--- src/rtl/uart_pkg.sv ---
// -----------------------------------------------------------------------------
// uart_pkg
// Shared definitions for the serial command path: the receiver FSM state
// encoding and the display-mode command bytes that the mode selector decodes.
// -----------------------------------------------------------------------------
`timescale 1ns/1ps

package uart_pkg;

    // Receiver FSM state encoding.
    localparam logic [2:0] ST_IDLE      = 3'd0;
    localparam logic [2:0] ST_START     = 3'd1;
    localparam logic [2:0] ST_DATA      = 3'd2;
    localparam logic [2:0] ST_STOP      = 3'd3;
    localparam logic [2:0] ST_WAIT_HIGH = 3'd4;

    typedef enum logic [2:0] {
        IDLE      = ST_IDLE,
        START     = ST_START,
        DATA      = ST_DATA,
        STOP      = ST_STOP,
        WAIT_HIGH = ST_WAIT_HIGH
    } rx_state_t;

    // Display-mode command bytes sent by the host.
    localparam logic [7:0] MODE_RGB   = 8'h01;
    localparam logic [7:0] MODE_GRAY  = 8'h02;
    localparam logic [7:0] MODE_SOBEL = 8'h03;

    // True when a received byte is one of the recognised mode commands.
    function automatic logic is_mode_cmd(input logic [7:0] b);
        return (b == MODE_RGB) || (b == MODE_GRAY) || (b == MODE_SOBEL);
    endfunction

endpackage : uart_pkg

--- src/rtl/sync_2ff.sv ---
// -----------------------------------------------------------------------------
// sync_2ff
// Generic 1-bit double-flop synchroniser for an asynchronous input.
// Ports:
//   pclk  in  destination clock
//   rst   in  asynchronous, active-high reset
//   d     in  asynchronous input
//   q     out synchronised output (two pclk cycles of latency)
// Parameter RESET_VAL sets the value both flops take in reset.
// -----------------------------------------------------------------------------
`timescale 1ns/1ps

module sync_2ff #(
    parameter logic RESET_VAL = 1'b1
) (
    input  logic pclk,
    input  logic rst,
    input  logic d,
    output logic q
);

    logic meta;

    // NOTE: sequential state uses non-blocking assignments so both flops
    // sample their inputs from before the edge; blocking here would collapse
    // the chain into a single flop.
    always_ff @(posedge pclk or posedge rst) begin
        if (rst) begin
            meta <= RESET_VAL;
            q    <= RESET_VAL;
        end else begin
            meta <= d;
            q    <= meta;
        end
    end

endmodule : sync_2ff

--- src/rtl/uart_byte_rx.sv ---
// -----------------------------------------------------------------------------
// uart_byte_rx
// 8N1 UART receiver. Delivers each correctly framed byte as a parallel word
// with a one-cycle done pulse; a low stop bit raises a one-cycle frame error
// and the receiver then waits for the line to return high before re-arming.
// Ports:
//   pclk       in   system/pixel clock
//   rst        in   asynchronous, active-high reset
//   rx         in   raw serial line, idle high, asynchronous to pclk
//   data_rx    out  last correctly framed byte, held until the next one
//   done_rx    out  one-cycle pulse, data_rx valid in the same cycle
//   frame_err  out  one-cycle pulse when the stop bit is sampled low
// -----------------------------------------------------------------------------
`timescale 1ns/1ps

module uart_byte_rx
    import uart_pkg::*;
#(
    parameter int CLK_FREQ = 25_000_000,
    parameter int BAUD     = 115200
) (
    input  logic       pclk,
    input  logic       rst,
    input  logic       rx,
    output logic [7:0] data_rx,
    output logic       done_rx,
    output logic       frame_err
);

    localparam int BIT_CNT  = CLK_FREQ / BAUD;
    localparam int HALF_CNT = BIT_CNT / 2;
    localparam int CNT_W    = (BIT_CNT > 1) ? $clog2(BIT_CNT) : 1;

    localparam logic [CNT_W-1:0] BIT_LAST  = CNT_W'(BIT_CNT - 1);
    localparam logic [CNT_W-1:0] HALF_LAST = CNT_W'(HALF_CNT - 1);

    logic             rx_s;
    logic             rx_d;
    logic             rx_fall;
    rx_state_t        state;
    logic [CNT_W-1:0] clk_cnt;
    logic [2:0]       bit_idx;
    logic [7:0]       sh;

    sync_2ff #(
        .RESET_VAL (1'b1)
    ) u_rx_sync (
        .pclk (pclk),
        .rst  (rst),
        .d    (rx),
        .q    (rx_s)
    );

    // A start is only recognised on a genuine 1->0 transition, so a line that
    // is already low after reset or after a break never launches a frame.
    assign rx_fall = rx_d & ~rx_s;

    always_ff @(posedge pclk or posedge rst) begin
        if (rst) begin
            rx_d      <= 1'b1;
            state     <= IDLE;
            clk_cnt   <= '0;
            bit_idx   <= '0;
            sh        <= '0;
            data_rx   <= '0;
            done_rx   <= 1'b0;
            frame_err <= 1'b0;
        end else begin
            rx_d      <= rx_s;
            done_rx   <= 1'b0;
            frame_err <= 1'b0;

            case (state)
                IDLE: begin
                    clk_cnt <= '0;
                    if (rx_fall) begin
                        state <= START;
                    end
                end

                // Re-check the line at mid start bit to reject short glitches.
                START: begin
                    if (clk_cnt == HALF_LAST) begin
                        clk_cnt <= '0;
                        if (!rx_s) begin
                            state   <= DATA;
                            bit_idx <= '0;
                        end else begin
                            state <= IDLE;
                        end
                    end else begin
                        clk_cnt <= clk_cnt + 1'b1;
                    end
                end

                // Sampling point sits mid-bit because START ended mid-bit.
                DATA: begin
                    if (clk_cnt == BIT_LAST) begin
                        clk_cnt     <= '0;
                        sh[bit_idx] <= rx_s;
                        if (bit_idx == 3'd7) begin
                            state <= STOP;
                        end else begin
                            bit_idx <= bit_idx + 1'b1;
                        end
                    end else begin
                        clk_cnt <= clk_cnt + 1'b1;
                    end
                end

                // Leaving mid stop bit lets IDLE catch a start edge that
                // follows the stop bit with no gap.
                STOP: begin
                    if (clk_cnt == BIT_LAST) begin
                        clk_cnt <= '0;
                        if (rx_s) begin
                            data_rx <= sh;
                            done_rx <= 1'b1;
                            state   <= IDLE;
                        end else begin
                            frame_err <= 1'b1;
                            state     <= WAIT_HIGH;
                        end
                    end else begin
                        clk_cnt <= clk_cnt + 1'b1;
                    end
                end

                // Hold off during a break so it is not decoded as 0x00 bytes.
                WAIT_HIGH: begin
                    clk_cnt <= '0;
                    if (rx_s) begin
                        state <= IDLE;
                    end
                end

                default: begin
                    clk_cnt <= '0;
                    state   <= IDLE;
                end
            endcase
        end
    end

endmodule : uart_byte_rx

--- config.mk ---
export PLATFORM = sky130hd
export DESIGN_NAME = uart_byte_rx
export DESIGN_NICKNAME = d
export VERILOG_FILES = /design/src/rtl/uart_pkg.sv /design/src/rtl/sync_2ff.sv /design/src/rtl/uart_byte_rx.sv
export SDC_FILE = /design/constraint.sdc
export NUM_CORES = 1
export LEC_CHECK = 0
export BUFFER_PORTS_ARGS = -buffer_cell sky130_fd_sc_hd__buf_2
export CORE_MARGIN = 3
export CORE_UTILIZATION = 55
export CTS_CLUSTER_DIAMETER = 100
export DETAILED_ROUTE_END_ITERATION = 7
export GPL_TIMING_DRIVEN = 1
export PLACE_DENSITY_LB_ADDON = 0.1
export SLEW_MARGIN = 20
export SYNTH_ARGS = -nofsm -noshare
export SYNTH_HDL_FRONTEND = slang
export SYNTH_SLANG_ARGS = --single-unit
--- constraint.sdc ---
create_clock -name pclk -period 4 [get_ports pclk]
set_input_delay 0.4 -clock pclk [delete_from_list [all_inputs] [get_ports pclk]]
set_output_delay 0.4 -clock pclk [all_outputs]
set_load 0.01 [all_outputs]
==> key figures <==
Cells and area
  – Final Non-Filler Cells: 186
  – Area Overhead vs Synth: 6.86%
  – Layout Nets: 161
  – Util after Layout: 63.4%
  – Layout cells sized above 1: 27.7%
  – ANT cells: 0
  – Fillers: 238

Worst setup path
  – Reg-to-Reg Start: bit_idx[1]
  – Internal reg-to-reg setup slack: 1.91 ns
  – Critical path type: register to register
  – FF-to-FF End: bit_idx[0]
  – Crit-path most repeated cell: ha_1
  – FF-to-FF path depth: 5
  – CP max-delay cell: nor4_1
  – Crit. End Element: register
  – Max incr delay on CP: 0.57 ns
  – Startpoint Class: register
  – Worst Path Max Fanout: 9
  – Crit-path cells: ha_1 -> ha_1 -> nor4_1 -> a31oi_1 -> mux2_2
  – Arrival time at the worst endpoint: 2.31 ns
  – Crit path required time: 4.22 ns

Drt
  – Vias/cell: 5.77
  – Via Count: 1,073
  – Wirelength, routed: 2.61 mm
  – Post-route ant nets: 0
  – Wire per inst: 14.0 um
  – TritonRoute pass-1 iters: 4
  – Initial DRC Count: 18
  – DRC viols: 0

Global route
  – Grt total ovfl: 0
  – Pin count of the biggest net entering global routing: 36
  – Total Routing Usage GR: 17.0%
  – First-pass GRT wire length: 4.57 mm
  – Vias in the first global route: 1,058
  – Initial antenna violation count: 0

Timing
  – Slew @ Worst Pin: 0.605 ns
  – FMAX: 479 MHz
  – Final setup viols: 0
  – Final Hold Fails: 0
  – Final Skew: 0.0142 ns
  – Max-slew headroom: 59.3%
  – Period utilization: 52.2%
  – RSZ-0062 raised after global routing: false
  – Setup TNS Final: 0 ns
  – Setup ws final: 1.91 ns
  – Minimum clock period: 2.09 ns
  – Slew Viols, Final: 0

Synth
  – Yosys cell types: 41
  – Sequential fraction of the synthesis area: 52.4%
  – Post-synth top area cell: dfrtp_1
  – Synthesized area per cell: 12.0 um2
  – Synth Cell Area: 1680 um2
  – EDFF count, synth: 0
  – Syn Inst Count: 140
  – Async set-reset flop share out of synthesis: 100%
  – Yosys synthesis warning count: 0
  – FF+latch count, synth: 35
  – Area share of the largest cell type after synthesis: 47.7%
  – Area contributors post-synth: dfrtp_1 (48%), mux2_2 (8.7%), dfstp_2 (4.7%), nor2_1 (3.4%), ha_1 (3.0%)
  – Syn Nets: 147
  – Top_reg_cell synth: dfrtp_1

Clock tree
  – Post-CTS Resized: 0
  – Worst skew pair latency: 0.33 ns
  – Max clock buf depth: 2
  – Postcts setup bufs: 0
  – Post-CTS Hold Fix Bufs: 0
  – CTS tree: done
  – Num CTS Buffers: 5
  – Clock tree root driver cell: clkbuf_4
  – Num Clock Sinks: 35
  – Clock input transition at the sequential cells of the worst setup and hold paths: 0.10 ns
  – H-tree depth: 2

Min path
  – Worst hold path class: input port to asynchronous set/reset pin

Floorplan
  – Starting Density: 59.3%
  – Die area: 3750 um2
  – Num rows: 19
  – Core area: 2830 um2
  – I/O pin count: 13
  – Chip width: 61.2 um
  – Die H: 61.2 um

Place
  – Port Buffer Count: 12
  – Placed cell count: 178
  – Placement Setup Slack: 1.97 ns
  – DP Wirelength: 1.89 mm
  – Final RePlAce weighted congestion: 0.824

Power
  – Pleak: 0.886 nW
  – Pwr Density: 451 nW/um2
  – Peak VDD IR: 299 uV

Flow run
  – Max-cap violations: 0

Status
  – Outcome: completed
[sequential cells by signal, indices dropped and copies added, names as in the netlist]
signal          count
done_rx             1
frame_err           1
clk_cnt             8
rx_d                1
u_rx_sync.q         1
sh                  8
state               3
bit_idx             3
u_rx_sync.meta      1
data_rx             8
[worst max-delay path: cells and delay by family (launching register included)]
family | cells | cell delay, ns
fa+ha+maj | 2 | 0.44
mux | 1 | 0.30
simple gates | 1 | 0.57
compound gates | 1 | 0.16
flops | 1 | 0.51
[routing by layer]
| metal | vias to the layer above | GRT usage, % | part of all wire (%) |
|---|---|---|---|
| met5 | - | 0 | 0 |
| met4 | 0 | 8.36 | 1.8 |
| met3 | 6 | 6.29 | 4.4 |
| met2 | 21 | 28.1 | 50 |
| met1 | 530 | 19.4 | 43 |
| li1 | 516 | - | - |
[power by group]
part	leakage [nW]	internal (mW)	total [mW]	switching, mW
combinational	0.382	0.0711	0.148	0.0769
clock	0.0386	0.103	0.209	0.105
sequential	0.466	0.390	0.451	0.0609
total	0.886	0.565	0.808	0.243
[stage by stage]
step	power (mW)	area, um2	hold WS, ns
floorplan	0.590	1680	0.345
global placement	0.599	1720	0.345
detailed placement	0.606	1720	0.348
CTS	0.816	1790	0.142
global route	0.862	1790	0.136
finish	0.808	1790	0.137
[worst max path at each step]
stage | from | to | slack, ns | cells past startpoint
6_report | bit_idx[1] | bit_idx[0] | 1.91 | 5
5_1_grt | bit_idx[1] | bit_idx[0] | 1.76 | 5
4_1_cts | bit_idx[1] | bit_idx[0] | 1.94 | 5
3_5_place_dp | bit_idx[1] | bit_idx[0] | 1.97 | 5
3_3_place_gp | bit_idx[1] | bit_idx[0] | 2.02 | 5
2_1_floorplan | clk_cnt[0] | sh[1] | 2.19 | 7
[synthesized netlist by cell type (2+ instances only)]
library cell  instances
xnor2_1               3
xor2_1                3
a22o_1                2
nand3b_1              2
o21a_1                2
a21oi_1               4
mux2_2               13
nand3_1               7
o21ai_0               3
mux2_1                2
dfstp_2               3
dfrtp_1              32
ha_1                  4
nor2b_1               2
inv_1                 7
nor2_1               15
buf_6                 4
nor3_2                2
buf_4                 2
nand2_1               4
o31ai_1               2
nor3b_1               2
or3b_1                2
[logic make-up after synthesis]
family          Yosys count  synth area share [%]
compound gates           17                  6.56
xor+xnor                  6                  3.13
fa+ha+maj                 4                  2.98
buf+inv                  13                  5.15
flops                    35                  52.4
mux                      16                  11.0
simple gates             49                  18.8
[cell usage in the layout (no fill, tap or decap), drive strengths merged, types with 4 or more instances in the layout]
cell type	n
dfrtp	32
mux2	16
nor2	15
buf	13
clkbuf	8
inv	7
nand3	7
a21oi	4
nand2	4
ha	4
o21ai	4
[layout make-up]
cell class | count | area (um2) | share of cell area (%)
flip-flops and latches | 35 | 880 | 49.1
multi-input cells | 92 | 712 | 39.7
clock buffers | 8 | 68.8 | 3.84
repair buffers | 13 | 67.6 | 3.77
well taps | 31 | 38.8 | 2.16
inverters | 7 | 26.3 | 1.47
(Power assumes the default switching activity.)
